[src/rtl/snake_control_fsm_pkg.sv]
// rtl/snake_control_fsm_pkg.sv - state, direction and colour codes shared by the snake control FSM
package snake_control_fsm_pkg;

  typedef enum logic [4:0] {
    S_INIT,
    S_FILL,
    S_WAIT,
    S_UPD,
    S_LDP,
    S_RD,
    S_CUR,
    S_WR,
    S_SH,
    S_CHK,
    S_GROW,
    S_ERASE,
    S_DRD,
    S_DPIX,
    S_FOOD,
    S_DCHK,
    S_DEAD
  } state_e;

  localparam logic [2:0] DIR_UP    = 3'b100;
  localparam logic [2:0] DIR_DOWN  = 3'b110;
  localparam logic [2:0] DIR_RIGHT = 3'b001;
  localparam logic [2:0] DIR_LEFT  = 3'b000;

  localparam logic [2:0] COL_BODY  = 3'b111;
  localparam logic [2:0] COL_FOOD  = 3'b100;
  localparam logic [2:0] COL_ERASE = 3'b000;

  localparam int         CELL_PIX  = 16;
  localparam logic [3:0] CNT_LAST  = 4'(CELL_PIX - 1);

  // Vertical codes differ only in bit 1, horizontal codes only in bit 0
  function automatic logic [2:0] dir_reverse(input logic [2:0] d);
    return d[2] ? (d ^ 3'b010) : (d ^ 3'b001);
  endfunction

endpackage

[src/rtl/snake_dir_latch.sv]
// rtl/snake_dir_latch.sv - key sampling, reversal filter and per-move direction latch
module snake_dir_latch
  import snake_control_fsm_pkg::*;
(
  input  logic       clk,
  input  logic       rst,
  input  logic       key_up,
  input  logic       key_down,
  input  logic       key_left,
  input  logic       key_right,
  input  logic       apply,
  output logic [2:0] dir
);

  logic [2:0] dir_q, dir_d;
  logic [2:0] pend_q, pend_d;
  logic [2:0] req;
  logic [2:0] ref_dir;
  logic       req_valid;

  // Pick the highest-priority key; reject it if it reverses the direction the next move will use
  always_comb begin
    req_valid = 1'b1;
    req       = DIR_UP;
    if (key_up)         req = DIR_UP;
    else if (key_down)  req = DIR_DOWN;
    else if (key_left)  req = DIR_LEFT;
    else if (key_right) req = DIR_RIGHT;
    else                req_valid = 1'b0;
    // On the apply cycle the pending value is about to become current, so filter against it
    ref_dir = apply ? pend_q : dir_q;
    pend_d  = pend_q;
    if (req_valid && (req != dir_reverse(ref_dir))) pend_d = req;
    dir_d   = apply ? pend_q : dir_q;
  end

  // Pending and applied direction registers
  always_ff @(posedge clk or negedge rst) begin
    if (!rst) begin
      dir_q  <= DIR_UP;
      pend_q <= DIR_UP;
    end else begin
      dir_q  <= dir_d;
      pend_q <= pend_d;
    end
  end

  assign dir = dir_q;

endmodule

[src/rtl/snake_control_fsm.sv]
// rtl/snake_control_fsm.sv - move sequencer for the snake datapath: init, shift, grow/erase, redraw, death
module snake_control_fsm
  import snake_control_fsm_pkg::*;
#(
  parameter int INIT_LEN = 4,
  parameter int MAX_LEN  = 64
) (
  input  logic       clk,
  input  logic       rst,
  input  logic       move_tick,
  input  logic       key_up,
  input  logic       key_down,
  input  logic       key_left,
  input  logic       key_right,
  input  logic       isDead,
  input  logic       inc_length,
  output logic       ld_head,
  output logic       ld_q_def,
  output logic       inc_address,
  output logic       rst_address,
  output logic       draw_q,
  output logic       update_head,
  output logic       ld_head_into_prev,
  output logic       ld_q_into_curr,
  output logic       ld_prev_into_q,
  output logic       ld_curr_into_prev,
  output logic       draw_curr,
  output logic       food_en,
  output logic       check_inc,
  output logic       lock,
  output logic [3:0] cnt_status,
  output logic [2:0] dir,
  output logic [2:0] colour,
  output logic       dead
);

  state_e      state_q, state_d;
  logic [3:0]  cnt_q, cnt_d;
  logic [10:0] idx_q, idx_d;
  logic [10:0] len_q, len_d;
  logic        started_q;
  logic        dead_q;
  logic        idx_last, cnt_last, dir_apply;

  assign idx_last  = (idx_q == len_q - 11'd1);
  assign cnt_last  = (cnt_q == CNT_LAST);
  assign dir_apply = (state_q == S_WAIT) && move_tick;

  snake_dir_latch u_dir (
    .clk       (clk),
    .rst       (rst),
    .key_up    (key_up),
    .key_down  (key_down),
    .key_left  (key_left),
    .key_right (key_right),
    .apply     (dir_apply),
    .dir       (dir)
  );

  // State, pixel counter, segment index and length registers
  always_ff @(posedge clk or negedge rst) begin
    if (!rst) begin
      state_q   <= S_INIT;
      cnt_q     <= 4'd0;
      idx_q     <= 11'd0;
      len_q     <= 11'(INIT_LEN);
      started_q <= 1'b0;
      dead_q    <= 1'b0;
    end else begin
      state_q   <= state_d;
      cnt_q     <= cnt_d;
      idx_q     <= idx_d;
      len_q     <= len_d;
      started_q <= 1'b1;
      dead_q    <= (state_d == S_DEAD);
    end
  end

  // Next-state logic and Moore strobe decode; INIT stays quiet for the first cycle out of reset
  always_comb begin
    state_d           = state_q;
    cnt_d             = 4'd0;
    idx_d             = idx_q;
    len_d             = len_q;
    ld_head           = 1'b0;
    ld_q_def          = 1'b0;
    inc_address       = 1'b0;
    rst_address       = 1'b0;
    draw_q            = 1'b0;
    update_head       = 1'b0;
    ld_head_into_prev = 1'b0;
    ld_q_into_curr    = 1'b0;
    ld_prev_into_q    = 1'b0;
    ld_curr_into_prev = 1'b0;
    draw_curr         = 1'b0;
    food_en           = 1'b0;
    check_inc         = 1'b0;
    lock              = 1'b0;
    colour            = COL_ERASE;
    case (state_q)
      S_INIT: begin
        if (started_q) begin
          ld_head     = 1'b1;
          rst_address = 1'b1;
          idx_d       = 11'd0;
          state_d     = S_FILL;
        end
      end
      S_FILL: begin
        ld_q_def    = 1'b1;
        inc_address = 1'b1;
        if (idx_q == 11'(INIT_LEN - 1)) begin
          idx_d   = 11'd0;
          state_d = S_WAIT;
        end else begin
          idx_d = idx_q + 11'd1;
        end
      end
      S_WAIT: begin
        lock = 1'b1;
        if (move_tick) state_d = S_UPD;
      end
      S_UPD: begin
        update_head = 1'b1;
        state_d     = S_LDP;
      end
      S_LDP: begin
        ld_head_into_prev = 1'b1;
        rst_address       = 1'b1;
        idx_d             = 11'd0;
        state_d           = S_RD;
      end
      S_RD:  state_d = S_CUR;
      S_CUR: begin
        ld_q_into_curr = 1'b1;
        state_d        = S_WR;
      end
      S_WR: begin
        ld_prev_into_q = 1'b1;
        state_d        = S_SH;
      end
      S_SH: begin
        ld_curr_into_prev = 1'b1;
        inc_address       = 1'b1;
        if (idx_last) begin
          idx_d   = 11'd0;
          state_d = S_CHK;
        end else begin
          idx_d   = idx_q + 11'd1;
          state_d = S_RD;
        end
      end
      S_CHK: begin
        check_inc = 1'b1;
        state_d   = (inc_length && (len_q < 11'(MAX_LEN))) ? S_GROW : S_ERASE;
      end
      // Address already points one past the tail here, so the old tail is kept in place
      S_GROW: begin
        ld_prev_into_q = 1'b1;
        rst_address    = 1'b1;
        len_d          = len_q + 11'd1;
        idx_d          = 11'd0;
        state_d        = S_DRD;
      end
      S_ERASE: begin
        draw_curr = 1'b1;
        cnt_d     = cnt_q + 4'd1;
        if (cnt_last) begin
          rst_address = 1'b1;
          idx_d       = 11'd0;
          state_d     = S_DRD;
        end
      end
      S_DRD: state_d = S_DPIX;
      S_DPIX: begin
        draw_q = 1'b1;
        colour = COL_BODY;
        cnt_d  = cnt_q + 4'd1;
        if (cnt_last) begin
          inc_address = 1'b1;
          if (idx_last) begin
            idx_d   = 11'd0;
            state_d = S_FOOD;
          end else begin
            idx_d   = idx_q + 11'd1;
            state_d = S_DRD;
          end
        end
      end
      S_FOOD: begin
        food_en = 1'b1;
        colour  = COL_FOOD;
        cnt_d   = cnt_q + 4'd1;
        if (cnt_last) state_d = S_DCHK;
      end
      S_DCHK:  state_d = isDead ? S_DEAD : S_WAIT;
      S_DEAD:  state_d = S_DEAD;
      default: state_d = S_INIT;
    endcase
  end

  assign cnt_status = cnt_q;
  assign dead       = dead_q;

endmodule

[config.mk]
export PLATFORM = sky130hd
export DESIGN_NAME = snake_control_fsm
export DESIGN_NICKNAME = d
export VERILOG_FILES = /design/src/rtl/snake_control_fsm_pkg.sv /design/src/rtl/snake_dir_latch.sv /design/src/rtl/snake_control_fsm.sv
export SDC_FILE = /design/constraint.sdc
export NUM_CORES = 1
export LEC_CHECK = 0
export ABC_CLOCK_PERIOD_IN_PS = 3100
export CORE_ASPECT_RATIO = 1.1
export CORE_UTILIZATION = 34
export DETAILED_ROUTE_END_ITERATION = 8
export GPL_ROUTABILITY_DRIVEN = 0
export GPL_TIMING_DRIVEN = 0
export SLEW_MARGIN = 10
export SYNTH_ARGS = -nofsm -noshare
export SYNTH_HDL_FRONTEND = slang
export SYNTH_SLANG_ARGS = --single-unit
[constraint.sdc]
create_clock -name clk -period 3.1 [get_ports clk]
set_input_delay 0.62 -clock clk [delete_from_list [all_inputs] [get_ports clk]]
set_output_delay 0.62 -clock clk [all_outputs]
set_load 0.01 [all_outputs]
==> results.txt <==
The die covers 0.00845 mm2. The maximum clock skew at final layout is 0.00820 ns. TritonCTS built the clock tree. Total power for the finished layout comes to 2.64 mW. The final reports fail on design-rule violations.

Entering global routing, the biggest net connects 31 pins. The slew at the pin closest to its max-slew limit is 0.795 ns. For this run, the number of standard cells in the final layout without fillers is 465.

The first-pass GRT wire length is 11,200 um. The clock tree synthesis step divided the H-tree into 2 levels. Summing the areas of all fa, ha and maj instances in the mapped netlist gives 1.82% of the synthesized area.

The number of pins with negative max-slew slack in the final report is 0. The antenna violation net count after detailed routing is 0. Setup repair after global routing could not meet its margin everywhere. Data on the critical path arrives at its endpoint at 2.41 ns. The number of search-and-repair iterations in the first detailed-routing pass is 6. The total number of clock tree sinks is 39.

The overall die width came out at 87.7 um. The clock passes through at most 2 buffers. After synthesis, the largest family of logic cells by area is simple AND/OR/NAND/NOR gates. The share of synthesized flip-flops with an asynchronous set or reset is 100%. The count of buffers from port buffering is 33.

The average detailed-routed wire length per instance is 14.1 um. In this run, distinct cell masters in the synthesized netlist total 60. The boundary pin count came out at 34. The clock-pin slew reported for the worst setup and hold paths after clock tree synthesis is 0.08 ns. After detailed routing, the number of vias per cell comes to 5.24. The run finished, with violations left. The leakage dissipation is 1.42 nW.

The category of the worst setup path launch point is a flop. The routed design could run at a clock period as short as 3.03 ns. From bottom edge to top edge, the die measures 96.3 um. Along the worst path, the maximum fanout reaches 10.

The maximum clock frequency came out at 330 MHz. The remaining routing DRC violations is 1. The number of antenna repair diodes is 0. The insertion delay to the later sink of the worst-skew pair came out at 0.30 ns. The peak supply drop is 0.000241 V. The part of the Yosys area used for sequential elements came out at 35.6%. The number of maximum-capacitance constraint violations is 0.

The post-CTS setup buffer count is 0. The worst path required time came out at 2.48 ns. The tree is rooted in a sky130_fd_sc_hd__clkbuf_8. The overall overflow remaining after global route came out at 0. The final hold violation count came to 0.

The share of layout cells above drive strength 1 came out at 12.6%. The netlist area before placement came out at 0.00275 mm2. The share of synthesized cell area in and, or, nand and nor gates is 25.4%.

For this design the ratio of total power to cell area is 788 mW/mm2. After routing, the total negative slack on setup checks comes to 0 ns. Synthesis inferred 39 register bits.

The leading register cell type out of synthesis is sky130_fd_sc_hd__dfrtp_1. The placement row count is 34. The share of the synthesized area in compound gates (AO/OA/AOI/OAI) came out at 20.0%. The via count of the first global-routing pass came out at 2,347.

The worst setup path is of the flop to output pin kind. The number of endpoints failing setup at the final stage is 0. The routed layout has 2,438 vias. The total half-perimeter wirelength after legalization and detailed placement came out at 4870 um. The headroom to the max-slew limit is 46.6%.

The number of synthesized flops with an enable pin is 0. In the final design database the tool counted 369 nets. After layout, the worst setup slack is 0.0736 ns. The floorplan step defined a core boundary enclosing 0.00787 mm2.

The net count of the mapped netlist came out at 328. The worst setup path is captured at an output pin. For this run, the total global-route usage over all layers was measured as 16.7%. The cell count after synthesis came out at 315.

After detailed routing, the total wire length is 6550 um. Yosys printed 0 warnings. The area growth from synthesis to layout is 21.9%. The path class of the tightest hold or removal check is input pin to asynchronous set/reset pin.

The violation count after the first detailed-route iteration is 112. Summing the areas of all xor and xnor instances in the mapped netlist gives 9.88% of the synthesized area. The initial cell density of the core is 34.9%.

The number of placed instances, taps included, is 457. In this run the mean area of a mapped cell was 8.73 um2. The post-place setup slack is 0.255 ns. The number of antenna violations at the first check in global routing is 0. The number of buffers added by the clock tree synthesis step is 5. The mux contribution to synthesized area came out at 1.64%.

The final clock period utilization by the worst path came out at 97.6%.
==> power breakdown <==
part | switching, mW | internal (mW) | leakage (nW)
Sequential | 0.0884 | 0.605 | 0.518
Clock | 0.185 | 0.261 | 0.0612
Combinational | 0.838 | 0.665 | 0.845
Total | 1.11 | 1.53 | 1.42
==> through the flow <==
step / area (um2) / hold slack [ns] / utilization [%]
after floorplan: 2750 / 0.324 / -
after global placement: 3210 / 0.484 / 40.8
after detailed placement: 3230 / 0.492 / 41.0
after CTS: 3350 / 0.192 / 42.5
after global routing: 3350 / 0.200 / 42.6
final: 3350 / 0.191 / 42.6
==> sequential cells by signal (all words and copies together), names as in the netlist <==
register	cells
cnt_status	4
u_dir.pend_q	3
dead	1
idx_q	11
len_q	11
started_q	1
u_dir.dir	3
state_q	5
==> cell families after synthesis <==
family                     Yosys count
xor gates and xnor gates            31
muxes                                4
and+or+nand+nor                    127
DFF                                 39
AOI/OAI and AO/OA                   78
buffers and inverters               31
adders and majority gates            4
other                                1
==> synthesized netlist by cell type (5+ instances only) <==
master / n / share of area, %
sky130_fd_sc_hd__dfrtp_1: 36 / 33
sky130_fd_sc_hd__nor2_1: 26 / 3.6
sky130_fd_sc_hd__xnor2_1: 21 / 6.7
sky130_fd_sc_hd__nand2_1: 19 / 2.6
sky130_fd_sc_hd__a21oi_1: 14 / 2.5
sky130_fd_sc_hd__o21ai_0: 14 / 2.5
sky130_fd_sc_hd__nor2b_1: 13 / 3.0
sky130_fd_sc_hd__and3_1: 12 / 2.7
sky130_fd_sc_hd__nand3_1: 12 / 2.2
sky130_fd_sc_hd__nor3_1: 12 / 2.2
sky130_fd_sc_hd__a22o_1: 10 / 3.2
sky130_fd_sc_hd__clkbuf_1: 10 / 1.4
sky130_fd_sc_hd__xor2_1: 10 / 3.2
sky130_fd_sc_hd__inv_1: 9 / 1.2
sky130_fd_sc_hd__o21ai_1: 8 / 1.5
sky130_fd_sc_hd__nand2b_1: 6 / 1.4
sky130_fd_sc_hd__buf_2: 5 / 0.91
sky130_fd_sc_hd__nor4_1: 5 / 1.1
==> placed cells by master (no fill, tap or decap), types with 3 or more instances in the layout <==
cell type / n
sky130_fd_sc_hd__mux2_2: 4
sky130_fd_sc_hd__o21ai_1: 8
sky130_fd_sc_hd__a22o_1: 10
sky130_fd_sc_hd__nand2_1: 19
sky130_fd_sc_hd__nor3_2: 3
sky130_fd_sc_hd__clkbuf_1: 8
sky130_fd_sc_hd__buf_2: 6
sky130_fd_sc_hd__nand3_1: 12
sky130_fd_sc_hd__dfrtp_1: 36
sky130_fd_sc_hd__nor4_1: 5
sky130_fd_sc_hd__clkbuf_8: 6
sky130_fd_sc_hd__clkdlybuf4s50_1: 32
sky130_fd_sc_hd__a31oi_1: 4
sky130_fd_sc_hd__xor2_1: 10
sky130_fd_sc_hd__nor2b_1: 13
sky130_fd_sc_hd__inv_1: 9
sky130_fd_sc_hd__nor3_1: 12
sky130_fd_sc_hd__nor2_1: 25
sky130_fd_sc_hd__nand4_1: 4
sky130_fd_sc_hd__ha_1: 4
sky130_fd_sc_hd__a21oi_1: 14
sky130_fd_sc_hd__dfstp_2: 3
sky130_fd_sc_hd__nand2b_1: 6
sky130_fd_sc_hd__xnor2_1: 21
sky130_fd_sc_hd__buf_6: 3
sky130_fd_sc_hd__or2_2: 3
sky130_fd_sc_hd__and3_1: 12
sky130_fd_sc_hd__o21ai_0: 14
==> final timing paths <==
check,startpoint,to,slack (ns),depth (start not counted)
setup / recovery,state_q[4],rst_address,0.07,6
hold / removal,rst,idx_q[2],0.19,1
setup reg to reg,len_q[0],idx_q[7],0.25,10
hold reg to reg,cnt_status[0],cnt_status[0],0.50,1
max in group asynchronous,rst,u_dir.pend_q[2],2.40,2
min in group clk,cnt_status[0],cnt_status[0],0.50,1
==> final cells by class <==
cell class | count | area (um2)
Tap cell | 108 | 135
Clock buffer | 6 | 82.6
Fill cell | 796 | 4520
Clock inverter | 2 | 35.0
Timing Repair Buffer | 34 | 345
Inverter | 9 | 33.8
Sequential cell | 39 | 980
Buffer | 22 | 121
Multi-Input combinational cell | 245 | 1620
==> what timing repair did <==
item                                    4_1_cts  5_1_grt
endpoints found under the setup margin        0        6
hold endpoints to repair                      0        0
gates resized for setup                       0        5
hold buffers                                  0        0
==> metal layers <==
layer	up-vias	part of all wire, %	global-route usage [%]
li1	1211	-	-
met1	1150	46	20.7
met2	63	48	28.4
met3	14	3.7	2.74
met4	0	2.1	7.65
met5	-	0	0
==> worst max-delay path, stage by stage (launching register included) <==
cell	delay [ns]
sky130_fd_sc_hd__dfrtp_1	0.43
sky130_fd_sc_hd__nand2b_1	0.16
sky130_fd_sc_hd__clkbuf_1	0.25
sky130_fd_sc_hd__or2_2	0.41
sky130_fd_sc_hd__nor2_2	0.18
sky130_fd_sc_hd__a22o_1	0.16
sky130_fd_sc_hd__clkdlybuf4s50_1	0.53
Note: power is estimated with default switching activity, not from simulation.
